**config.mk**
```make
export PLATFORM = sky130hd
export DESIGN_NAME = sdram_usb_packetizer
export DESIGN_NICKNAME = d
export VERILOG_FILES = /design/src/rtl/sdram_usb_packetizer.sv
export SDC_FILE = /design/constraint.sdc
export NUM_CORES = 1
export LEC_CHECK = 0
export CAP_MARGIN = 20
export CELL_PAD_IN_SITES_DETAIL_PLACEMENT = 0
export CELL_PAD_IN_SITES_GLOBAL_PLACEMENT = 1
export CORE_MARGIN = 1
export CORE_UTILIZATION = 44
export CTS_BUF_LIST = sky130_fd_sc_hd__clkbuf_4 sky130_fd_sc_hd__clkbuf_8
export CTS_CLUSTER_SIZE = 20
export DETAILED_ROUTE_END_ITERATION = 6
export GPL_TIMING_DRIVEN = 0
export HOLD_SLACK_MARGIN = 0.06
export PLACE_DENSITY_LB_ADDON = 0.25
export SYNTH_ARGS = -nofsm -noshare
export SYNTH_HDL_FRONTEND = slang
export SYNTH_SLANG_ARGS = --single-unit
export TNS_END_PERCENT = 5
```
**constraint.sdc**
```tcl
create_clock -name clk -period 5.3 [get_ports clk]
set_input_delay 1.06 -clock clk [delete_from_list [all_inputs] [get_ports clk]]
set_output_delay 1.06 -clock clk [all_outputs]
set_load 0.05 [all_outputs]
```
**src/rtl/sdram_usb_packetizer.sv**
```systemverilog
// Drains total_words samples from the SDRAM read FIFO into the USB FIFO as framed packets.
// Define UPLOAD_CHECKSUM_EN to append a 16-bit wrapping payload-sum trailer to every packet.
module sdram_usb_packetizer #(
  parameter int          PKT_WORDS  = 256,
  parameter logic [15:0] HDR_WORD   = 16'hA55A,
  parameter int          FIFO_DEPTH = 2048,
  parameter int          USEDW_W    = 11
) (
  input  logic               clk,
  input  logic               reset,
  input  logic               start,
  input  logic [31:0]        total_words,
  input  logic               rdfifo_empty,
  output logic               rdfifo_rden,
  input  logic [15:0]        rdfifo_dout,
  input  logic [USEDW_W-1:0] usb_fifo_usedw,
  output logic               usb_fifo_wrreq,
  output logic [15:0]        usb_fifo_wrdata,
  output logic               busy,
  output logic               done
);

`ifdef UPLOAD_CHECKSUM_EN
  localparam int OVH = 4;
  typedef enum logic [2:0] {
    S_IDLE, S_WAIT_SPACE, S_HDR0, S_HDR1, S_HDR2, S_PAYLOAD, S_TRAILER, S_FIN
  } state_t;
`else
  localparam int OVH = 3;
  typedef enum logic [2:0] {
    S_IDLE, S_WAIT_SPACE, S_HDR0, S_HDR1, S_HDR2, S_PAYLOAD, S_FIN
  } state_t;
`endif

  state_t      r_state, w_next;
  logic [31:0] r_remaining;
  logic [15:0] r_seq;
  logic [11:0] r_len;
  logic [11:0] r_issued;
  logic [11:0] r_written;
  logic        r_pend;
  logic        r_busy;
  logic        r_done;
`ifdef UPLOAD_CHECKSUM_EN
  logic [15:0] r_sum;
`endif

  logic [11:0] w_len;
  logic        w_space_ok;
  logic        w_rden;
  logic        w_last_wr;
  logic        w_pkt_end;
  logic [31:0] w_rem_next;
  logic        w_wrreq;
  logic [15:0] w_wrdata;

  assign w_len = (r_remaining < 32'(PKT_WORDS)) ? r_remaining[11:0] : 12'(PKT_WORDS);
  // Threshold rearranged as a sum so no term can underflow.
  assign w_space_ok = (32'(usb_fifo_usedw) + 32'(w_len) + 32'(OVH) + 32'd8) <= 32'(FIFO_DEPTH);
  assign w_rden     = (r_state == S_PAYLOAD) && !rdfifo_empty && (r_issued < r_len);
  assign w_last_wr  = (r_state == S_PAYLOAD) && r_pend && (r_written == r_len - 12'd1);
  assign w_rem_next = r_remaining - {20'b0, r_len};
`ifdef UPLOAD_CHECKSUM_EN
  assign w_pkt_end  = (r_state == S_TRAILER);
`else
  assign w_pkt_end  = w_last_wr;
`endif

  always_comb begin
    w_next = r_state;
    case (r_state)
      S_IDLE:       if (start) w_next = (total_words == '0) ? S_FIN : S_WAIT_SPACE;
      S_WAIT_SPACE: if (w_space_ok) w_next = S_HDR0;
      S_HDR0:       w_next = S_HDR1;
      S_HDR1:       w_next = S_HDR2;
      S_HDR2:       w_next = S_PAYLOAD;
`ifdef UPLOAD_CHECKSUM_EN
      S_PAYLOAD:    if (w_last_wr) w_next = S_TRAILER;
      S_TRAILER:    w_next = (w_rem_next == '0) ? S_FIN : S_WAIT_SPACE;
`else
      S_PAYLOAD:    if (w_last_wr) w_next = (w_rem_next == '0) ? S_FIN : S_WAIT_SPACE;
`endif
      S_FIN:        w_next = S_IDLE;
      default:      w_next = S_IDLE;
    endcase
  end

  always_comb begin
    w_wrreq  = 1'b0;
    w_wrdata = '0;
    case (r_state)
      S_HDR0:    begin w_wrreq = 1'b1; w_wrdata = HDR_WORD;        end
      S_HDR1:    begin w_wrreq = 1'b1; w_wrdata = r_seq;           end
      S_HDR2:    begin w_wrreq = 1'b1; w_wrdata = {4'b0, r_len};   end
      S_PAYLOAD: begin
        w_wrreq  = r_pend;
        w_wrdata = r_pend ? rdfifo_dout : '0;
      end
`ifdef UPLOAD_CHECKSUM_EN
      S_TRAILER: begin w_wrreq = 1'b1; w_wrdata = r_sum;           end
`endif
      default:   ;
    endcase
  end

  always_ff @(posedge clk or posedge reset) begin
    if (reset) begin
      r_state     <= S_IDLE;
      r_remaining <= '0;
      r_seq       <= '0;
      r_len       <= '0;
      r_issued    <= '0;
      r_written   <= '0;
      r_pend      <= 1'b0;
      r_busy      <= 1'b0;
      r_done      <= 1'b0;
`ifdef UPLOAD_CHECKSUM_EN
      r_sum       <= '0;
`endif
    end else begin
      r_state <= w_next;
      r_done  <= (r_state == S_FIN);
      r_pend  <= w_rden;
      if (r_state == S_IDLE && start) begin
        r_remaining <= total_words;
        r_busy      <= 1'b1;
      end
      if (r_state == S_FIN) r_busy <= 1'b0;
      if (r_state == S_WAIT_SPACE) r_len <= w_len;
      if (r_state == S_HDR0) begin
        r_issued  <= '0;
        r_written <= '0;
`ifdef UPLOAD_CHECKSUM_EN
        r_sum     <= '0;
`endif
      end
      if (w_rden) r_issued <= r_issued + 12'd1;
      if (r_pend) begin
        r_written <= r_written + 12'd1;
`ifdef UPLOAD_CHECKSUM_EN
        r_sum     <= r_sum + rdfifo_dout;
`endif
      end
      if (w_pkt_end) begin
        r_seq       <= r_seq + 16'd1;
        r_remaining <= w_rem_next;
      end
    end
  end

  assign rdfifo_rden     = w_rden;
  assign usb_fifo_wrreq  = w_wrreq;
  assign usb_fifo_wrdata = w_wrdata;
  assign busy            = r_busy;
  assign done            = r_done;

endmodule

```
==> results by group <==
Flow run
  • Number of max-cap violations: 0

Place
  • Post-Place Cells: about 1100
  • Buffers on Ports: 82
  • RD Place Congestion: between 0.9 and 1
  • Placed standard-cell area: 0.00813 sq mm
  • Pre-CTS worst setup slack: -0.186 ns
  • Hpwl dp: 15900 um

Detailed routing
  • Detailed Route WL: 20700 um
  • Wire length per cell: 17.8 um
  • Vias: about 6700
  • Detailed-routing iteration count for the pre-antenna-repair pass: 6
  • DRC errors left: 0
  • Antenna Violating Nets Remaining: 0
  • Iteration-0 DRC count of the detailed router: 588
  • Via count normalized by instance count: 5.73

STA
  • Number of endpoints with negative hold slack in the final report: 0
  • Actual slew at the worst max-slew pin: 0.804 ns
  • Number of failing setup endpoints in the final timing report: 0
  • Final critical-path setup slack: 0.381 ns
  • Setup repair after global routing missed its margin: no
  • Post-route minimum period: around 4.9 ns
  • Setup Skew: 0.0153 ns
  • Post-route clock period utilization: between 90 and 100%
  • Relative max-transition margin: 45.6%
  • Maximum operating frequency: about 0.20 GHz
  • Final slew viol count: 0

Die
  • Initial Utilization: 45.5%
  • Floorplan Core Area: 0.0154 sq mm
  • Die Footprint: ~0.016 sq mm
  • Cell row count: 45
  • Io pins: 83
  • X dimension of the die: 128 um
  • Die Height: 128 um

Logic synthesis
  • Mapped Avg Cell Area: 8.28 sq um
  • Number of enable-type register cells in the synthesized netlist: 0
  • Cell taking the most area after synthesis: sky130_fd_sc_hd__dfrtp_1
  • Synth warn: 0
  • Area contributors post-synth: sky130_fd_sc_hd__dfrtp_1, sky130_fd_sc_hd__ha_1, sky130_fd_sc_hd__xnor2_1
  • Total of flip-flops plus latches after synthesis: 90
  • Most instantiated flip-flop cell in the synthesis netlist: sky130_fd_sc_hd__dfrtp_1
  • Netlist area before placement: 0.00700 sq mm
  • Synth top area share: 32.2%
  • Post-synth cell types: 80
  • Share of flip-flops with an asynchronous set or reset: 100%
  • Sequential share of the synthesized area: 32.2%
  • Cell count after synthesis: ~850

Global routing
  • GRT Overall Usage: 26.1%
  • Remaining global-route overflow: 0
  • Maximum number of pins on one net before global-route repair: 65
  • Global-route wire length before repair: between 30000 and 40000 um
  • Initial antenna violation count: 0
  • Number of global-route vias before repair: 5880

Setup path
  • Type of the setup path with the least slack: register to register
  • CP max-delay cell: sky130_fd_sc_hd__or4_4
  • Cell breakdown of the critical path: or4_4, or4_4, nand3b_4, nor2_4, nand2_1, ha_1, inv_1, ha_1, inv_1, fa_1, nand2b_1, a2111oi_0, nand4bb_1, a2111o_1, o221ai_1, a41oi_1, a21oi_1, o21ai_0
  • CP required: about 5.6 ns
  • CP Capture Type: register
  • Critical-path maximum fanout: 5
  • Delay of the slowest cell on the worst path: 0.59 ns
  • Arrival time worst endpoint: 5.21 ns
  • Worst R2R Path Depth: 18
  • Worst Setup Start Kind: register

Power
  • Peak supply drop: 276 uV
  • Leakage power summed over all cells: 3.52 nW
  • Total power: 3.31 mW
  • Power density over cell area: approximately 400 mW/mm^2

Final layout
  • Final standard cell area without fillers: 0.00836 sq mm
  • Top library cells by usage in the layout, fill and taps aside: sky130_fd_sc_hd__dfrtp_1, sky130_fd_sc_hd__nand2_1, sky130_fd_sc_hd__clkdlybuf4s50_1, sky130_fd_sc_hd__nor2_1, sky130_fd_sc_hd__o21ai_0
  • Share of layout cells above drive strength 1: 5.15%
  • Area Growth Syn to Fin: 19.4%
  • Most frequent standard cell in the layout excluding fill and tap cells: sky130_fd_sc_hd__dfrtp_1
  • Filler-free cell count of the finished design: 1162
  • Final-stage net count: roughly 1100
  • Antenna diode count: 0

CTS
  • Clk slew on worst S/H paths: 0.11 ns
  • Clock tree from TritonCTS: done
  • Number of buffers inserted by hold repair at cts: 0
  • H-Tree Level Count: 3
  • Number of buffers inserted during clock tree synthesis: 9
  • Number of sinks driven by the clock tree: 90
  • Clock latency on the worst-skew pair: 0.40 ns
  • Buffers from clock root to sink, at most: 2
  • Clock Root Buffer: sky130_fd_sc_hd__clkbuf_8

Min path
  • Number of instances on the worst hold path: 1
  • Worst Hold Class: register to register

Run status
  • Result of the run: complete, no violations
-- cell families (layout without fill, tap and decap cells) --
kind of cell / after synthesis / after routing / synth area share [%]
compound gates: 221 / 221 / 21.4
xor+xnor: 50 / 50 / 6.26
fa+ha+maj: 51 / 51 / 9.33
buf+inv: 101 / 205 / 5.63
flops: 90 / 90 / 32.2
mux: 11 / 11 / 1.68
other cells: 1 / 3 / 0.0536
simple gates: 320 / 320 / 23.4
-- worst max-delay path: cells and delay by family (launching register included) --
| kind | cells | cell delay [ns] |
|---|---|---|
| buffers and inverters | 2 | 0.13 |
| DFF | 1 | 0.45 |
| adders and majority gates | 3 | 0.86 |
| and+or+nand+nor | 7 | 1.94 |
| AOI/OAI and AO/OA | 6 | 1.45 |
-- sequential cells by signal (all words and copies together) (netlist names) --
register	flops
busy	1
done	1
r_issued	12
r_len	12
r_pend	1
r_remaining	32
r_seq	16
r_state	3
r_written	12
-- cell type report --
| class | count | area (sq um) |
|---|---|---|
| Fill cell | 1470 | 7010 |
| Multi-Input combinational cell | 656 | 4370 |
| Sequential cell | 90 | 2250 |
| Timing Repair Buffer | 88 | 883 |
| Tap cell | 211 | 264 |
| Inverter | 61 | 231 |
| Buffer | 40 | 165 |
| Clock buffer | 9 | 124 |
| Clock inverter | 7 | 66.3 |
-- timing repair --
action / 4_1_cts / 5_1_grt
pin swaps: 0 / 1
gates resized for setup: 1 / 2
setup buffers: 0 / 4
setup endpoints to repair: 2 / 2
gates cloned: 0 / 0
-- stage by stage --
stage | setup TNS, ns | utilization (%) | hold slack [ns]
finish | 0 | 54.4 | 0.486
global route | 0 | 54.4 | 0.514
CTS | 0 | 54.1 | 0.485
detailed placement | -0.294 | 52.9 | 0.469
global placement | -0.274 | 52.6 | 0.466
floorplan | 0 | - | 0.443
-- Yosys cell counts, types with 13 or more instances --
library cell and n:
sky130_fd_sc_hd__o21ai_0 64, sky130_fd_sc_hd__clkbuf_1 32, sky130_fd_sc_hd__nor2_1 69, sky130_fd_sc_hd__xor2_1 13, sky130_fd_sc_hd__a21oi_1 40, sky130_fd_sc_hd__dfrtp_1 90
sky130_fd_sc_hd__nand3_1 36, sky130_fd_sc_hd__nor3_1 25, sky130_fd_sc_hd__ha_1 49, sky130_fd_sc_hd__nor4_1 19, sky130_fd_sc_hd__a22oi_1 14, sky130_fd_sc_hd__nand2_1 82
sky130_fd_sc_hd__xnor2_1 37, sky130_fd_sc_hd__inv_1 61, sky130_fd_sc_hd__and2_1 14, sky130_fd_sc_hd__nand2b_1 13
-- report_power, final --
part | internal, mW | switching (mW) | leakage (nW)
sequential | 0.840 | 0.191 | 1.19
combinational | 0.690 | 1.10 | 2.23
clock | 0.185 | 0.305 | 0.0991
-- metal layers --
layer	up-vias	GRT usage, %	share of wire (%)
li1	3289	-	-
met1	3102	37.7	48
met2	249	38.9	43
met3	23	5.72	7.1
met4	0	7.47	1.6
met5	-	0	0
-- worst paths after layout --
path,start,to,slack [ns]
worst max-delay path,r_remaining[16],r_state[0],0.38
worst min-delay path,r_seq[15],r_seq[15],0.49
worst max register to register,r_remaining[16],r_state[0],0.38
worst min register to register,r_seq[15],r_seq[15],0.49
max in group asynchronous,reset,r_remaining[14],3.66
min in group asynchronous,reset,r_written[7],0.99
No activity file was read; power rests on OpenSTA's default activity.
